`src/rtl/fpu_core_arbiter.sv`:
```
// Merges NB_CORES core-side FPU ports onto one shared FPU with round-robin selection,
// grant lock while the FPU stalls, and an in-order ID FIFO to route responses back.
//
// state  | meaning
// IDLE   | round-robin choice each cycle starting after the last served core
// LOCKED | FPU stalled an offered request; keep presenting the same core until granted
module fpu_core_arbiter #(
   parameter int NB_CORES        = 4,
   parameter int DATA_WIDTH      = 32,
   parameter int NB_ARGS         = 3,
   parameter int OPCODE_WIDTH    = 6,
   parameter int DSFLAGS_CPU     = 15,
   parameter int USFLAGS_CPU     = 5,
   parameter int MAX_OUTSTANDING = 4
) (
   input  logic                                    clk,
   input  logic                                    rst,
   input  logic [NB_CORES-1:0]                     core_req_i,
   output logic [NB_CORES-1:0]                     core_gnt_o,
   input  logic [NB_CORES*NB_ARGS*DATA_WIDTH-1:0]  core_operands_i,
   input  logic [NB_CORES*OPCODE_WIDTH-1:0]        core_op_i,
   input  logic [NB_CORES*DSFLAGS_CPU-1:0]         core_flags_i,
   input  logic [NB_CORES-1:0]                     core_rready_i,
   output logic [NB_CORES-1:0]                     core_rvalid_o,
   output logic [DATA_WIDTH-1:0]                   core_rdata_o,
   output logic [USFLAGS_CPU-1:0]                  core_rflags_o,
   output logic                                    fpu_req_o,
   input  logic                                    fpu_gnt_i,
   output logic [NB_ARGS*DATA_WIDTH-1:0]           fpu_operands_o,
   output logic [OPCODE_WIDTH-1:0]                 fpu_op_o,
   output logic [DSFLAGS_CPU-1:0]                  fpu_flags_o,
   output logic                                    fpu_rready_o,
   input  logic                                    fpu_rvalid_i,
   input  logic [DATA_WIDTH-1:0]                   fpu_rdata_i,
   input  logic [USFLAGS_CPU-1:0]                  fpu_rflags_i,
   output logic [$clog2(MAX_OUTSTANDING):0]        outstanding_o,
   output logic                                    resp_err_o
);

   localparam int CW  = $clog2(NB_CORES);
   localparam int PW  = $clog2(MAX_OUTSTANDING);
   localparam int OPW = NB_ARGS * DATA_WIDTH;
   localparam logic [CW-1:0] LAST_RST = CW'(NB_CORES - 1);
   localparam logic [PW:0]   CNT_MAX  = (PW+1)'(MAX_OUTSTANDING);

   typedef enum logic {IDLE, LOCKED} state_t;

   state_t        state_q, state_d;
   logic [CW-1:0] last_q, lock_id_q, lock_id_d;
   logic [CW-1:0] rr_winner, cand, winner, head;
   logic          rr_found, req_ok;
   logic [CW-1:0] id_mem [MAX_OUTSTANDING];
   logic [PW-1:0] wr_ptr_q, rd_ptr_q;
   logic [PW:0]   count_q;
   logic          fifo_full, fifo_empty, push, pop, resp_err_q;

   always_comb begin
      rr_winner = '0;
      rr_found  = 1'b0;
      cand      = '0;
      for (int i = 1; i <= NB_CORES; i++) begin
         cand = CW'((int'(last_q) + i) % NB_CORES);
         if (!rr_found && core_req_i[cand]) begin
            rr_winner = cand;
            rr_found  = 1'b1;
         end
      end
   end

   // While locked, only the held core's request counts, so a dropped request cannot
   // hand a grant to some other core through the held selection.
   assign winner     = (state_q == LOCKED) ? lock_id_q : rr_winner;
   assign req_ok     = (state_q == LOCKED) ? core_req_i[lock_id_q] : |core_req_i;
   assign fifo_full  = (count_q == CNT_MAX);
   assign fifo_empty = (count_q == '0);
   assign fpu_req_o  = req_ok & ~fifo_full & ~rst;
   assign push       = fpu_req_o & fpu_gnt_i;

   always_comb begin
      core_gnt_o         = '0;
      core_gnt_o[winner] = push;
   end

   assign fpu_operands_o = core_operands_i[int'(winner)*OPW +: OPW];
   assign fpu_op_o       = core_op_i[int'(winner)*OPCODE_WIDTH +: OPCODE_WIDTH];
   assign fpu_flags_o    = core_flags_i[int'(winner)*DSFLAGS_CPU +: DSFLAGS_CPU];

   always_comb begin
      state_d   = state_q;
      lock_id_d = lock_id_q;
      case (state_q)
         IDLE: begin
            if (fpu_req_o && !fpu_gnt_i) begin
               state_d   = LOCKED;
               lock_id_d = winner;
            end
         end
         LOCKED: begin
            if (!core_req_i[lock_id_q] || push) state_d = IDLE;
         end
         default: state_d = IDLE;
      endcase
   end

   assign head = id_mem[rd_ptr_q];

   always_comb begin
      core_rvalid_o       = '0;
      core_rvalid_o[head] = fpu_rvalid_i & ~fifo_empty & ~rst;
   end

   assign fpu_rready_o  = core_rready_i[head] & ~fifo_empty & ~rst;
   assign pop           = fpu_rvalid_i & fpu_rready_o;
   assign core_rdata_o  = fpu_rdata_i;
   assign core_rflags_o = fpu_rflags_i;
   assign outstanding_o = count_q;
   assign resp_err_o    = resp_err_q;

   always_ff @(posedge clk or posedge rst) begin
      if (rst) begin
         state_q    <= IDLE;
         lock_id_q  <= '0;
         last_q     <= LAST_RST;
         wr_ptr_q   <= '0;
         rd_ptr_q   <= '0;
         count_q    <= '0;
         resp_err_q <= 1'b0;
      end else begin
         state_q    <= state_d;
         lock_id_q  <= lock_id_d;
         resp_err_q <= fpu_rvalid_i & fifo_empty;
         if (push) begin
            last_q   <= winner;
            wr_ptr_q <= wr_ptr_q + 1'b1;
         end
         if (pop) rd_ptr_q <= rd_ptr_q + 1'b1;
         case ({push, pop})
            2'b10:   count_q <= count_q + 1'b1;
            2'b01:   count_q <= count_q - 1'b1;
            default: count_q <= count_q;
         endcase
      end
   end

   // ID storage needs no reset: entries are only read behind a nonzero count.
   always_ff @(posedge clk) begin
      if (push) id_mem[wr_ptr_q] <= winner;
   end

endmodule
```
`config.mk`:
```
export PLATFORM = sky130hd
export DESIGN_NAME = fpu_core_arbiter
export DESIGN_NICKNAME = d
export VERILOG_FILES = /design/src/rtl/fpu_core_arbiter.sv
export SDC_FILE = /design/constraint.sdc
export NUM_CORES = 1
export LEC_CHECK = 0
export BUFFER_PORTS_ARGS = -buffer_cell sky130_fd_sc_hd__clkbuf_2
export CORE_AREA = 2 2 267 269
export DETAILED_ROUTE_END_ITERATION = 12
export DIE_AREA = 0 0 269 271
export SLEW_MARGIN = 0
export SYNTH_ARGS = -nofsm -noshare
export SYNTH_HDL_FRONTEND = slang
export SYNTH_SLANG_ARGS = --single-unit
```
`constraint.sdc`:
```
create_clock -name clk -period 7.4 [get_ports clk]
set_clock_uncertainty 0.15 [all_clocks]
set_input_delay 1.48 -clock clk [delete_from_list [all_inputs] [get_ports clk]]
set_output_delay 1.48 -clock clk [all_outputs]
set_load 0.03 [all_outputs]
```
==> impl_summary.md <==
Run status
The flow ran to the end, and the final reports show no timing, DRC or antenna violations.

Critical path
The reg-to-reg critical path startpoint is rd_ptr_q[0]$_DFFE_PP0P_. The capture point of the worst reg-to-reg path is outstanding_o[2]$_DFFE_PP0P_. The slack of the worst reg-to-reg path is 4330 ps. The stage delay of the slowest cell on the critical path is 560 ps. Data arrives at the worst endpoint at 4400 ps.

The endpoint kind of the worst setup timing path is an output port. The slowest stage of the critical path is the sky130_fd_sc_hd__inv_8 cell. By startpoint and endpoint, the worst setup path is classified as in2out.

Walking the worst path, the cells encountered are clkbuf_2 > nand2_1 > and3_1 > nor3_1 > mux2i_1 > inv_8 > buf_4 > mux2i_1 > mux2i_1 > clkbuf_2. Among the stages of the critical path, the cell type that occurs most often is sky130_fd_sc_hd__mux2i_1. The worst register-to-register path has a depth of 9.

The worst setup path is launched from an input pin. Data on the critical path is required at its endpoint by roughly 5800 ps. The largest fanout on the critical path is 97.

CTS
Post-CTS timing repair inserted 0 buffers for setup. In this run the number of H-tree levels came out at 1. Buffers inserted to repair hold after CTS numbered 0.

TritonCTS built the clock tree. The clock latency at the later pin of the worst-skew pair is roughly 250 ps. Counting the buffers created by CTS gives 3. Gates resized during post-CTS repair numbered 0.

The number of clock sinks is 21. The clock passes through at most 2 buffers. After clock tree synthesis, the clock-pin slew on the worst setup and hold paths is 50 ps. The tree is rooted in a sky130_fd_sc_hd__clkbuf_16.

Global route
Entering global routing, the biggest net connects 98 pins. The total congestion overflow after global routing is 0. The first global-routing pass estimated between 40000 and 50000 µm of wire. The number of antenna violations at the first check in global routing is 26. For this run, the total global-route usage over all layers was measured as 9.70%. The number of global-route vias before repair is 6350.

STA
The final-report hold violation count is 0. Derived from the worst setup path, the maximum achievable clock frequency is 0.166 GHz. The final critical-path share of the clock period is a little over 80%.

Setup repair after global routing left no endpoint under its margin. The number of pins with negative max-slew slack in the final report was 0. The slew of the pin with the lowest slew margin is 1090 ps. After layout, the minimum clock period comes to 6030 ps. The final hold slack is 370 ps. Setup violations remaining at the end of the flow were counted as 0.

The normalized max-slew margin is a little over a quarter. The final total negative setup slack is 0 ps.

Floorplanning
The region available for standard cell placement spans 69800 µm². The die is 269 µm wide. The die covers 72900 µm². Pin placement for this block handled 685 I/O pins.

The initial utilization of the core area, before any placement, comes to roughly 7.5%. The die is 271 µm tall. The row count is 97.

Route
The routed via count divided by cell count is 3.18. The first-pass iteration count of the detailed router is 4. The top routing layer in use is met5. The wire length on met2 is 17300 µm. The count of routing violations after the opening detailed-route iteration is 225. The length of routed wiring on met1 is 14700 µm. For this block, the routed nets add up to 38700 µm of wire. The remaining antenna violation count after routing is 0. For this run, design rule violations remaining after detail routing come to 0. The total length of routed met3 wires is about 5700 µm. In the final routed layout, each cell accounts on average for 19.1 µm.

Across all layers, the routed design uses 6443 vias.

Synthesis
Sorting the synthesized cells by how often they occur yields sky130_fd_sc_hd__mux2i_1 (358), sky130_fd_sc_hd__buf_4 (62), sky130_fd_sc_hd__buf_2 (13). The synthesized netlist devotes 1.58% of its cell area to adder and majority cells. In this run the cell area of the synthesized design comes to 5230 µm². In this run, synthesis inferred 8 flip-flops with an integrated enable. The proportion of register bits with asynchronous set or reset after synthesis is 61.9%.

The number of synthesis warnings is 0. The count of cell types in the netlist is 35. The post-synthesis compound-gate area fraction is 1.41%.

After Yosys synthesis, XOR and XNOR cells account for 1.00% of the synthesized area. The most repeated cell in the gate-level netlist after synthesis is sky130_fd_sc_hd__mux2i_1. After Yosys synthesis, and, or, nand and nor cells account for 3.44% of the synthesized area. After synthesis, the largest family of logic cells by area is multiplexers. Counting every net in the synthesized netlist gives 1050. Sorting the synthesized cells by area gives the leading types as sky130_fd_sc_hd__mux2i_1 (68%), sky130_fd_sc_hd__buf_4 (8.9%), sky130_fd_sc_hd__dfrtp_1 (5.3%). The top flip-flop cell by instance count after synthesis is sky130_fd_sc_hd__dfrtp_1. For this run, the register share of the synthesized area comes to 10.9%.

The post-synthesis average cell area is 9.93 µm². Synthesis produced a netlist whose cell count is 527. The cell taking the most area after synthesis is sky130_fd_sc_hd__mux2i_1. The register bit total from synthesis is 21. The share of synthesized area in the top cell type comes to around 68%. Multiplexer cells account for between 70% and 80% of the synthesized area.

Power
The static leakage power is around 5.2 nW. The largest vdd supply drop is 0.000312 V. For this design the ratio of total power to cell area is 471 nW/µm². The total power of the final layout is 4.33 mW.

Place
After detailed placement, the total cell area comes to 9080 µm². The last weighted congestion value of the routability-driven placer is ~0.97. Summed over all nets, the half-perimeter wirelength after detailed placement is around 35000 µm. The number of input and output port buffers inserted is 610.

Cells and area
The final net count is 1603. The share of cells above drive strength 1 is between 50% and 60%. The final instance area is 9180 µm². The synthesis-to-layout area growth is 75.5%.

Hold path
The origin of the worst min-delay path is last_q[0]$_DFFE_PP1P_. The number of instances on the worst hold path is 2. The path with the worst hold slack has its endpoint at last_q[0]$_DFFE_PP1P_. The path class of the lowest-slack min-delay path is reg2reg.

Run
Across the run, the number of max-cap violations was 0.
metal layers:
metal,global-route usage [%],up-vias
met3,5.61,54
met1,10.7,2877
li1,-,3038
met5,0,-
met2,15.6,446
met4,3.14,28
worst max-delay path by stage:
stage	end	start	slack (ps)	depth (start not counted)
after floorplan	fpu_rready_o	core_rready_i[1]	2490	3
after global placement	fpu_operands_o[28]	core_req_i[0]	1250	10
after detailed placement	fpu_operands_o[28]	core_req_i[3]	1320	10
after CTS	fpu_operands_o[28]	core_req_i[3]	1320	10
after global routing	fpu_operands_o[28]	core_req_i[0]	1080	10
final	fpu_operands_o[28]	core_req_i[3]	1370	10
metrics by stage:
stage / setup slack, ps / instances / utilization [%]
after floorplan: 2490 / 527 / -
after global placement: 1250 / 2015 / 13.0
after detailed placement: 1320 / 2015 / 13.0
after CTS: 1320 / 2019 / 13.1
after global routing: 1080 / 2028 / 13.2
final: 1370 / 2028 / 13.2
report_power, final:
group	switching [mW]	internal [mW]	total (mW)	leakage, nW
clock network	0.0385	0.0724	0.111	0.0409
logic	2.63	1.37	4.00	4.92
registers	0.0425	0.176	0.218	0.226
total	2.71	1.62	4.33	5.18
cells by family after synthesis:
logic type,Yosys count
compound gates,10
xor+xnor,6
fa+ha+maj,6
buf+inv,87
flops,21
mux,365
simple gates,32
final cells by class:
type	count	area, µm²
antenna	9	22.5
clock buffer	3	75.1
clock inverter	1	5.00
fill	7962	60600
inverter	11	56.3
multi-input combinational	419	4090
sequential	21	568
tap	940	1180
timing repair buffer	624	3200
flip-flops by register name (all words and copies together), names as in the netlist:
register and cells:
id_mem 8, outstanding_o 3, last_q 2, lock_id_q 2, rd_ptr_q 2, wr_ptr_q 2, resp_err_o 1, state_q 1
layout by cell type, fill, tap and decap left out, types with 4 or more instances in the layout:
| master | instances |
|---|---|
| sky130_fd_sc_hd__and3_1 | 5 |
| sky130_fd_sc_hd__nor2_1 | 6 |
| sky130_fd_sc_hd__mux2i_1 | 358 |
| sky130_fd_sc_hd__dfrtp_1 | 11 |
| sky130_fd_sc_hd__inv_1 | 8 |
| sky130_fd_sc_hd__edfxtp_1 | 8 |
| sky130_fd_sc_hd__nor3_1 | 7 |
| sky130_fd_sc_hd__clkbuf_2 | 610 |
| sky130_fd_sc_hd__ha_1 | 5 |
| sky130_fd_sc_hd__nand2_1 | 4 |
| sky130_fd_sc_hd__buf_4 | 11 |
| sky130_fd_sc_hd__diode_2 | 9 |
critical path: cells and delay by family:
kind / cells / cell delay [ps]
simple gates: 3 / 450
buf+inv: 4 / 1370
mux: 3 / 800
Power figures use the tool's default switching activity.
